File: config.mk
export PLATFORM = sky130hd
export DESIGN_NAME = writeback
export DESIGN_NICKNAME = d
export VERILOG_FILES = /design/src/rtl/writeback.sv
export SDC_FILE = /design/constraint.sdc
export NUM_CORES = 1
export LEC_CHECK = 0
export ABC_AREA = 0
export CAP_MARGIN = 10
export CORE_AREA = 2 2 240 242
export DETAILED_ROUTE_END_ITERATION = 10
export DIE_AREA = 0 0 242 244
export PLACE_DENSITY = 0.7
export SLEW_MARGIN = 40
export SYNTH_ARGS = -nofsm -noshare
export SYNTH_HDL_FRONTEND = slang
export SYNTH_SLANG_ARGS = --single-unit
export TNS_END_PERCENT = 5
File: constraint.sdc
create_clock -name clk -period 3.2 [get_ports clk]
set_input_delay 0.64 -clock clk [delete_from_list [all_inputs] [get_ports clk]]
set_output_delay 0.64 -clock clk [all_outputs]
set_load 0.01 [all_outputs]
File: src/rtl/writeback.sv
// Writeback stage: register file, overflow register, condition flags, PC and redirect flush.
// Optional combinational write bypass is built when WB_BYPASS_EN is defined.
module writeback #(
  parameter int unsigned FLUSH_CYCLES = 2,
  parameter logic [31:0] PC_RESET     = 32'h0
) (
  input  logic              clk,
  input  logic              rst,
  input  logic              Valid,
  input  logic [31:0]       Result,
  input  logic [31:0]       Ovf,
  input  logic [3:0]        Rc,
  input  logic [2:0]        Cond,
  input  logic              Cmp,
  output logic [13:0][31:0] r,
  output logic [31:0]       overflow,
  output logic [31:0]       pc,
  output logic              flush,
  output logic              fwd_valid,
  output logic [3:0]        fwd_reg,
  output logic [31:0]       fwd_data
);

  typedef enum logic [2:0] {
    C_AL = 3'd0,
    C_NV = 3'd1,
    C_EQ = 3'd2,
    C_NE = 3'd3,
    C_MI = 3'd4,
    C_PL = 3'd5,
    C_GT = 3'd6,
    C_LE = 3'd7
  } cond_e;

  localparam logic [3:0] RC_PC  = 4'hE;
  localparam logic [3:0] RC_OVF = 4'hF;

  logic [2:0] count;
  logic       flag_z;
  logic       flag_n;
  logic       accept;
  logic       cond_true;
  logic       commit;
  logic       wr_gpr;
  logic       wr_ovf;
  logic       redirect;
  cond_e      cond;

  assign cond  = cond_e'(Cond);
  assign flush = (count != '0);

  always_comb begin
    cond_true = 1'b0;
    unique case (cond)
      C_AL: cond_true = 1'b1;
      C_NV: cond_true = 1'b0;
      C_EQ: cond_true = flag_z;
      C_NE: cond_true = !flag_z;
      C_MI: cond_true = flag_n;
      C_PL: cond_true = !flag_n;
      C_GT: cond_true = !flag_n && !flag_z;
      C_LE: cond_true = flag_n || flag_z;
      default: cond_true = 1'b0;
    endcase
  end

  always_comb begin
    accept   = Valid && !flush;
    commit   = accept && !Cmp && cond_true;
    wr_gpr   = commit && (Rc < 4'd14);
    wr_ovf   = commit && (Rc == RC_OVF);
    redirect = commit && (Rc == RC_PC);
  end

  always_ff @(posedge clk or negedge rst) begin
    if (!rst) begin
      r        <= '0;
      overflow <= '0;
      pc       <= PC_RESET;
      flag_z   <= 1'b0;
      flag_n   <= 1'b0;
      count    <= '0;
    end else begin
      // Compares only touch flags; register/overflow/PC writes need a true condition.
      if (accept && Cmp) begin
        flag_z <= (Result == '0);
        flag_n <= Result[31];
      end
      for (int unsigned i = 0; i < 14; i++) begin
        if (wr_gpr && (Rc == 4'(i))) r[i] <= Result;
      end
      if (wr_gpr)      overflow <= Ovf;
      else if (wr_ovf) overflow <= Result;
      if (redirect) begin
        pc    <= Result;
        count <= 3'(FLUSH_CYCLES);
      end else begin
        pc <= pc + 32'd1;
        if (count != '0) count <= count - 3'd1;
      end
    end
  end

`ifdef WB_BYPASS_EN
  assign fwd_valid = rst && wr_gpr;
  assign fwd_reg   = fwd_valid ? Rc : '0;
  assign fwd_data  = fwd_valid ? Result : '0;
`else
  assign fwd_valid = 1'b0;
  assign fwd_reg   = '0;
  assign fwd_data  = '0;
`endif

endmodule

Word-level counts from Yosys, hierarchy flattened
Cells that the tools add are included.
- bits in registers: 517
- output and inout port bits: 550
- word-level logic and storage cells: 83
- reduce and logical (&&, ||, !) cells: 33
- add/sub/neg operators: 2
- equality and inequality tests: 22
- magnitude comparators: 1
- multiplexer cells: 6
- operators by type and width (operator ; number):
    $mux W32 ; 3
    $add A32 B1 Y32 const B ; 1
    $eq A4 B4 Y1 const B ; 8
    $logic_not A32 Y1 ; 1
    $logic_and A1 B1 Y1 ; 22
    $eq A4 B3 Y1 const B ; 4
    $eq A3 B3 Y1 const B ; 4
    $eq A4 B2 Y1 const B ; 2
    $pmux W1 S8 ; 1
    $eq A3 B2 Y1 const B ; 2
    $mux W3 ; 2
    $eq A4 B1 Y1 const B ; 1
    $logic_not A1 Y1 ; 4
    $logic_not A4 Y1 ; 1
    $lt A4 B4 Y1 const B ; 1
    $reduce_bool A2 Y1 ; 2
    $eq A3 B1 Y1 const B ; 1
    $logic_not A3 Y1 ; 1
    $reduce_bool A3 Y1 ; 1
    $sub A3 B1 Y3 const B ; 1
    $logic_or A1 B1 Y1 ; 1

Depth between registers and ports, before layout
Gate-level depths: netlist of run 1.
- depth after elaboration: 8
- gate-level depth with buffers: 11

Worst setup path after synthesis of run 1
Ideal clock, no wire load.
- path kind: reg2reg
- start point: reg count[0]
- end point: reg r[161] (netlist name)
- arrival: 2154 ps
- clock period less this slack: 2278 ps
- data required time: 3075 ps
- path slack: 922 ps
- cell stages (with the launch flop): 12
- library setup time: 125 ps
- cells stage by stage: dfrtp_1 > inv_1 > ha_1 > ha_1 > buf_2 > nand2_1 > nor2_1 > buf_2 > nand3_1 > nor2_1 > buf_2 > mux2_2
- longest elaborated chain between the ends: 7
- ends and longest elaborated chain (what ; RTL line ; text):
    start: declaration ; 38 ; logic [2:0] count;
    start signal: assignment ; 96 ; count <= 3'(FLUSH_CYCLES);
    start signal: assignment ; 99 ; if (count != '0) count <= count - 3'd1;
    $reduce_bool A3 Y1 ; 50 ; assign flush = (count != '0);
    $logic_not A1 Y1 ; 68 ; accept = Valid && !flush;
    $logic_and A1 B1 Y1 ; 68 ;
    $logic_and A1 B1 Y1 (2 in a row) ; 69 ; commit = accept && !Cmp && cond_true;
    $logic_and A1 B1 Y1 ; 70 ; wr_gpr = commit && (Rc < 4'd14);
    $logic_and A1 B1 Y1 ; 90 ; if (wr_gpr && (Rc == 4'(i))) r[i] <= Result;
    end signal: indexed assignment ; 90 ;
    end: declaration ; 15 ; output logic [13:0][31:0] r,
No other way between the ends.
A chain may end at the register's enable or synchronous reset.

Worst setup path in the final report of run 1
- start point: reg count[0]
- end point: reg r[188] (netlist name)
The elaborated chain is that of the path after synthesis.

==> results.toml, run 1 <==
[clock_tree]
postCtsSetupBuffers = 0
clock_latency_ns = 0.59
cts_tree = "done"
clock_path_buffers = 3
cts_sinks = 517
cts_root_buf = "clkbuf_16"
path_clk_slew_ns = 0.06
cts_htree_levels = 2
cts_resized = 0
holdBufCountCts = 0
numCtsBuffers = 55

[worst_setup_path]
crit_path_max_incr_delay_ns = 0.51
setup.worst_path.start_class = "flip-flop"
critPathCaptureType = "flip-flop"
r2r_setup_slack_ns = 0.40
arrival_ns = 3.27
required_ns = 3.67
rr_endpoint = "r[188]"
crit_end = "r[188]"
cp_common_cell = "ha_1"
rr_worst_depth = 9
crit_chain = "inv_1 > ha_1 > ha_1 > nand2_1 > nor2_1 > nand3_1 > nor2_4 > buf_12 > mux2_2"
crit_type = "reg -> reg"
startpoint = "count[0]"
worst_r2r_startpoint = "count[0]"
path_max_fanout = 32
slowest_stage = "nor2_1"

[die]
io_pins = 625
core_um2 = 56200
num_rows = 87
die_x_um = 242
die_h_um = 244
die_area_um2 = 59000
start_util_pct = 37.1

[sta]
fin_skew_ns = 0.0190
fin_crit_sh_pct = 87.6
max_freq_mhz = 357
min_period_ns = 2.80
worst-slew-pin-transition_ns = 0.718
rsz0062_at_grt = "false"
slew_violations = 0
slew_headroom_pct = 51.7
worst_slack_ns = 0.397
setup_viol = 0
setup_tns_ns = 0
hold_violations = 0

[route]
dr.first_iter.drc_count = 848
via_per_inst = 5.12
dr.pass1.iters = 5
num_vias = 14379
drc_errors = 0
wl_um = 72200
wl_per_cell_um = 25.7
antenna_violating_nets_post_route = 0

[global_routing]
grt_usage_pct = 24.1
grt_pass1_vias = 15064
antenna_found_initial = 1
grt_pass1_wl_um = 106000
overflow = 0
grt_max_degree = 85

[yosys]
synth_area_um2 = 20800
postSynth.asyncResetShare_pct = 100
synth.distinct_cells = 42
synthCells = 1386
ys_ff_latch = 517
synth_edf_count = 0
yosysWarningCount = 0
seq_area_frac_synth_pct = 62.1
synthFlopType = "dfrtp_1"
syn_area_per_cell_um2 = 15.0

[power_and_ir_drop]
power_density_nw_per_um2 = 649
p_seq_share_pct = 42.7
switchingPower_uw = 5290
p_comb_share_pct = 24.2
vdd_drop_max_v = 0.000443
clkPwrFrac_pct = 33.1
leakage_uw = 0.0140
switching_share_pct = 27.4
p_int_uw = 14000

[place]
gp_congestion = 0.831
portBuffers = 587
dp_slack_ns = 0.0467
dp.final_hpwl_um = 50200

[layout]
final_common_cell = "clkdlybuf4s50_1"
syn2layout_area_growth_pct = 43.0
final_nets = 2087
n_fill_cell = 4713
fin_util_pct = 53.0
mostFrequentLayoutCells = "clkdlybuf4s50_1 (586), dfrtp_1 (517), mux2_2 (387)"
drive_above_1_share_pct = 30.3

[status]
status = "finished clean"

[flow_run]
maxCapViolations = 0

[worst_hold_path]
min_path_type = "in -> async"
[flip-flops by register name, summed over array words and instances (netlist names)]
name,flops
r,448
pc,32
count,3
flag_z,1
overflow,32
flag_n,1
[metal layers]
layer	vias up	GRT usage, %	routed length (µm)
met4	0	6.34	1750
met3	104	6.56	5270
met2	573	40.7	35500
met1	7587	30.7	29700
met5	-	0	0
li1	6115	-	-
[cells in the mapped netlist (17+ instances only)]
cell / n / area (µm²)
mux2_2: 387 / 4360
nor2_1: 46 / 173
nand2_1: 17 / 63.8
buf_4: 37 / 278
a21oi_1: 32 / 160
clkbuf_1: 42 / 158
buf_2: 46 / 230
nand3_1: 18 / 90.1
a221o_1: 32 / 320
dfrtp_1: 517 / 12900
and3_1: 33 / 206
mux2_4: 50 / 751
xor2_1: 20 / 175
[area by class of cell]
type,count,area [µm²],share of cell area [%]
Clock buffer,88,1710,5.75
Timing Repair Buffer,664,6700,22.5
Antenna cell,1,2.50,0.00840
Tap cell,756,946,3.18
Clock inverter,13,123,0.412
Inverter,9,33.8,0.113
Multi-Input combinational cell,762,7340,24.6
Sequential cell,517,12900,43.4
[stage by stage]
stage,instances,instance area [µm²],total power (µW),hold WS [ns]
3_3_place_gp,2708,28000,12900,0.477
6_report,2810,29800,19300,0.00266
2_1_floorplan,1422,21000,10000,0.344
5_1_grt,2809,29800,20100,0.0105
3_5_place_dp,2708,28000,13000,0.485
4_1_cts,2809,29800,19500,0.00168
[critical path: cells and delay by family, from the launching register on]
family | cells | cell delay, ns
AND/OR/NAND/NOR | 4 | 1.10
adder cells (fa/ha/maj) | 2 | 0.49
flip-flops | 1 | 0.39
multiplexers | 1 | 0.37
buffers and inverters | 2 | 0.29
[power groups by stage]
stage | Combinational [µW] | Clock [µW] | Sequential [µW]
after floorplan | 1320 | 0 | 8690
after global placement | 4620 | 0 | 8290
after detailed placement | 4690 | 0 | 8340
after CTS | 4720 | 6520 | 8250
after global routing | 4920 | 6790 | 8360
final | 4680 | 6390 | 8250
[worst min-delay path by stage]
stage	from	endpoint	cells past startpoint
2_1_floorplan	rst	count[0]	0
3_3_place_gp	r[208]	r[208]	1
3_5_place_dp	r[299]	r[299]	1
4_1_cts	rst	r[194]	1
5_1_grt	rst	r[199]	1
6_report	rst	r[199]	1
[kinds of logic after synthesis]
| logic type | after synthesis | share of synthesized area [%] |
|---|---|---|
| mux | 451 | 25.3 |
| buf+inv | 143 | 3.73 |
| flops | 517 | 62.1 |
| fa+ha+maj | 3 | 0.180 |
| simple gates | 170 | 4.70 |
| xor+xnor | 33 | 1.51 |
| compound gates | 68 | 2.50 |
| other cells | 1 | 0.0180 |
(Power assumes the default switching activity.)
==> run 2, diff against run 1 <==
--- a/config.mk
+++ b/config.mk
@@ -10,6 +10,7 @@
 export CORE_AREA = 2 2 240 242
 export DETAILED_ROUTE_END_ITERATION = 10
 export DIE_AREA = 0 0 242 244
+export GPL_TIMING_DRIVEN = 0
 export PLACE_DENSITY = 0.7
 export SLEW_MARGIN = 40
 export SYNTH_ARGS = -nofsm -noshare
==> run 2 against run 1 <==
  * Cell count up 2.5%
  * Sequential share of layout area is 0.38 points lower
  * Critical path depth unchanged
  * Power grew 1.7%
  * Maximum frequency fell by 5.5%
  * Worst setup slack lost 0.16 ns
  * Critical endpoint is now overflow[25]
==> results.toml, run 2 (synthesis gave the netlist of run 1 again) <==
[die]
core_um2 = 56200
die_h_um = 244
num_rows = 87
io_pins = 625
die_x_um = 242
start_util_pct = 37.1
die_area_um2 = 59000

[sta]
max_freq_mhz = 337
rsz0062_at_grt = "false"
fin_skew_ns = 0.0269
hold_ws_ns = 0.489
setup_tns_ns = 0
slew_violations = 0
min_period_ns = 2.97
slew_headroom_pct = 41.2
worst-slew-pin-transition_ns = 0.881
setup_viol = 0
fin_crit_sh_pct = 92.7
hold_violations = 0

[worst_hold_path]
min_path_type = "reg -> reg"
hold_depth = 1
min_to = "r[216]"
hold_path_startpoint = "r[216]"

[layout]
n_fill_cell = 4678
drive_above_1_share_pct = 31.0
fin_util_pct = 53.5
mostFrequentLayoutCells = "clkdlybuf4s50_1 (585), dfrtp_1 (517), mux2_2 (387)"
final_nets = 2155
largestRegisters = "r: 448 flops, overflow: 32 flops, pc: 32 flops"
syn2layout_area_growth_pct = 44.2
largest_register_ffs = 448
top_register = "r"
final_common_cell = "clkdlybuf4s50_1"

[worst_setup_path]
critPathTopFamily = "compound AO/OA/AOI/OAI gates"
arrival_ns = 3.49
rr_endpoint = "overflow[25]"
worstSetupPathDepth = 9
slowest_stage = "a21oi_1"
rr_worst_depth = 9
setup.worst_path.start_class = "flip-flop"
crit_path_max_incr_delay_ns = 0.76
required_ns = 3.72
critPathCaptureType = "flip-flop"
crit_chain = "inv_1 > ha_1 > ha_1 > buf_2 > nand3b_1 > a21oi_1 > clkbuf_1 > and3_1 > a221o_1"
path_max_fanout = 10
crit_type = "reg -> reg"
worst_r2r_startpoint = "count[0]"
r2r_setup_slack_ns = 0.23
startpoint = "count[0]"
cp_common_cell = "ha_1"
crit_buf_inv = 3

[clock_tree]
cts_tree = "done"
cts_htree_levels = 2
path_clk_slew_ns = 0.06
numCtsBuffers = 56
cts_sinks = 517
cts_root_buf = "clkbuf_16"
clock_latency_ns = 0.61
clock_path_buffers = 3

[route]
wl_um = 71600
num_vias = 14557
drc_errors = 0
via_per_inst = 5.05
antenna_violating_nets_post_route = 0
dr.first_iter.drc_count = 656
wl_per_cell_um = 24.9
dr.pass1.iters = 5

[global_routing]
grt_usage_pct = 23.7
grt_max_degree = 79
grt_pass1_wl_um = 105000
overflow = 0
antenna_found_initial = 4
grt_pass1_vias = 15326

[power_and_ir_drop]
vdd_drop_max_v = 0.000445
leakage_uw = 0.0141
power_density_nw_per_um2 = 654

[status]
status = "finished clean"

[place]
dp.final_hpwl_um = 52700
portBuffers = 587
gp_congestion = 0.834

[flow_run]
maxCapViolations = 0
run 2: cell count changes in the layout (fill, tap and decap cells not counted), sizes merged:
cell / delta
clkbuf: +39
buf: +25
clkinvlp: +4
bufinv: +1
clkdlybuf4s50: -1
clkinv: -1
diode: +1
dlygate4sd3: +1
inv: +1
run 2: how the worst max path moves through the flow:
stage	end
after floorplan	r[161]
after global placement	r[363]
after detailed placement	r[193]
after CTS	count[1]
after global routing	r[284]
final	overflow[25]
run 2: final cells by class:
| cell class | count | area (µm²) | share of cell area (%) |
|---|---|---|---|
| buffer | 134 | 748 | 2.49 |
| clock inverter | 18 | 196 | 0.654 |
| antenna | 2 | 5.00 | 0.0167 |
| inverter | 9 | 33.8 | 0.112 |
| multi-input combinational | 762 | 7320 | 24.3 |
| clock buffer | 85 | 1750 | 5.83 |
| timing repair buffer | 597 | 6120 | 20.4 |
| tap | 756 | 946 | 3.15 |
| sequential | 517 | 12900 | 43.0 |
run 2: report_power, final:
part | switching, µW | internal, µW | leakage (µW) | total (µW)
clock network | 2690 | 4010 | 0.000959 | 6710
logic | 2040 | 2690 | 0.00609 | 4730
registers | 675 | 7550 | 0.00708 | 8230
total | 5410 | 14300 | 0.0141 | 19700
run 2: timing repair:
action | CTS | global route
hold buffers | 1 | 0
setup endpoints to repair | 0 | 63
buffers inserted | 0 | 0
hold endpoints to repair | 34 | 0
resized for setup | 0 | 3
run 2: per-stage QoR:
| stage | total power [µW] | instance area [µm²] | instances | setup slack, ns |
|---|---|---|---|---|
| after detailed placement | 13100 | 28100 | 2774 | -0.277 |
| final | 19700 | 30100 | 2880 | 0.234 |
| after floorplan | 10000 | 21000 | 1422 | 0.922 |
| after global placement | 12900 | 27800 | 2765 | -20.95 |
| after global routing | 20400 | 30100 | 2879 | 0.0274 |
| after CTS | 19800 | 30000 | 2878 | 0.0590 |
run 2: routing by layer:
layer / track usage, % / part of all wire [%] / routed length (µm) / up-vias
li1: - / - / - / 6247
met2: 39.9 / 49 / 34800 / 579
met3: 6.69 / 7.5 / 5370 / 135
met5: 0 / 0 / 0 / -
met4: 8.48 / 3.7 / 2660 / 0
met1: 29.2 / 40 / 28700 / 7596
==> run 3, diff against run 2 <==
==> constraint.sdc (replaced) <==
create_clock -name clk -period 3.1 [get_ports clk]
set_input_delay 0.62 -clock clk [delete_from_list [all_inputs] [get_ports clk]]
set_output_delay 0.62 -clock clk [all_outputs]
set_load 0.01 [all_outputs]
==> run 3 against run 2 <==
  * Worst setup slack worse by 0.051 ns
  * Sequential cell count did not move
  * Die area unchanged
  * Critical endpoint unchanged
  * Via count down 0.13%
  * Largest cell class unchanged
  * Clock skew shrank 0.00064 ns
  * Register-to-register slack got worse by 0.05 ns
  * Sequential power is 3.2% higher
==> results.toml, run 3 (synthesis gave the netlist of run 1 again) <==
[route]
dr.pass1.iters = 5
drc_errors = 0
antenna_violating_nets_post_route = 0
wl_um = 71700
num_vias = 14538
dr.first_iter.drc_count = 643
wl_per_cell_um = 24.9
via_per_inst = 5.05

[layout]
top_register = "r"
final_common_cell = "clkdlybuf4s50_1"
n_fill_cell = 4680
fin_util_pct = 53.5
drive_above_1_share_pct = 31.1
largest_register_ffs = 448
final_nets = 2155
largestRegisters = "r: 448 flops, overflow: 32 flops, pc: 32 flops"
syn2layout_area_growth_pct = 44.3
mostFrequentLayoutCells = "clkdlybuf4s50_1 (585), dfrtp_1 (517), mux2_2 (387)"
fin_cells = 2881

[power_and_ir_drop]
clkPwrFrac_pct = 34.1
p_comb_share_pct = 24.0
p_int_uw = 14700
vdd_drop_max_v = 0.000459
leakage_uw = 0.0141
power_density_nw_per_um2 = 675
switching_share_pct = 27.5
switchingPower_uw = 5570
p_seq_share_pct = 41.9
total_power_uw = 20300

[die]
start_util_pct = 37.1
die_area_um2 = 59000
num_rows = 87
core_um2 = 56200
die_x_um = 242
io_pins = 625
die_h_um = 244

[worst_setup_path]
setup.worst_path.start_class = "flip-flop"
path_max_fanout = 10
crit_type = "reg -> reg"
critPathCaptureType = "flip-flop"
required_ns = 3.62
arrival_ns = 3.44

[clock_tree]
cts_sinks = 517
cts_tree = "done"
path_clk_slew_ns = 0.06
clock_path_buffers = 3
cts_htree_levels = 2
cts_root_buf = "clkbuf_16"
numCtsBuffers = 56
clock_latency_ns = 0.61

[status]
status = "finished clean"

[global_routing]
grt_max_degree = 79
grt_usage_pct = 23.7
overflow = 0
grt_pass1_wl_um = 105000
antenna_found_initial = 3
grt_pass1_vias = 15328

[place]
gp_congestion = 0.834
portBuffers = 587
dpl.cell_count = 2774
dp.final_hpwl_um = 52700

[sta]
min_period_ns = 2.92
fin_skew_ns = 0.0262
fin_crit_sh_pct = 94.1
setup_viol = 0
slew_violations = 0
setup_tns_ns = 0
hold_violations = 0
max_freq_mhz = 343
worst-slew-pin-transition_ns = 0.899
slew_headroom_pct = 40.1
rsz0062_at_grt = "true"

[worst_hold_path]
min_path_type = "in -> async"

[flow_run]
maxCapViolations = 0
-- run 3: changes by cell type in the layout (fill, tap and decap cells not counted) --
cell,previous run,this run
diode_2,2,3
buf_1,3,2
clkbuf_2,3,5
clkbuf_1,46,45
nor2_2,3,2
nor2_4,2,3
-- run 3: repair_timing --
| item | in CTS | in global routing |
|---|---|---|
| endpoints found under the setup margin | 25 | 65 |
| gates resized for setup | 3 | 4 |
| pin swaps | 0 | 0 |
| hold buffers | 1 | 0 |
| buffers inserted | 0 | 0 |
| hold endpoints to repair | 34 | 0 |
-- run 3: worst paths after layout --
kind	startpoint	to	slack, ns	cells after the start
max	count[0]	overflow[25]	0.18	9
min	rst	r[199]	0.49	2
max reg2reg	count[0]	overflow[25]	0.18	9
min reg2reg	r[216]	r[216]	0.49	1
max in group asynchronous	rst	r[268]	0.89	6
min in group clk	r[216]	r[216]	0.49	1
-- run 3: through the flow --
stage / hold WS, ns / instance area, µm² / setup slack, ns
finish: 0.486 / 30100 / 0.183
global route: 0.484 / 30100 / -0.0521
CTS: 0.459 / 30000 / 0.0664
detailed placement: 0.484 / 28100 / -0.357
global placement: 0.468 / 27800 / -21.03
floorplan: 0.324 / 21000 / 0.822
-- run 3: per-layer routing --
metal | track usage, % | vias up | wire length [µm]
li1 | - | 6244 | -
met1 | 29.2 | 7592 | 28900
met2 | 39.9 | 564 | 34800
met3 | 6.69 | 138 | 5370
met4 | 8.48 | 0 | 2620
met5 | 0 | - | 0
-- run 3: critical path, stage by stage (launching register included) --
cell and delay [ns]:
dfrtp_1 0.39, inv_1 0.06, ha_1 0.14, ha_1 0.13, buf_2 0.22, nand3b_1 0.34, a21oi_1 0.73, clkbuf_1 0.46
and3_1 0.23, a221o_1 0.12
-- run 3: final cells by class --
type                       instances  area [µm²]  share of cell area, %
sequential                       517       12900                   43.0
multi-input combinational        762        7320                   24.4
timing repair buffer             597        6120                   20.3
clock buffer                      85        1750                   5.83
tap                              756         946                   3.15
buffer                           134         751                   2.50
clock inverter                    18         196                  0.653
inverter                           9        33.8                  0.112
antenna                            3        7.51                 0.0250
-- run 3: power groups by stage --
stage / logic [µW] / clock network [µW] / registers, µW
6_report: 4880 / 6910 / 8490
5_1_grt: 5130 / 7310 / 8610
2_1_floorplan: 1360 / 0 / 8970
3_5_place_dp: 4880 / 0 / 8600
3_3_place_gp: 4760 / 0 / 8570
4_1_cts: 4910 / 7040 / 8490
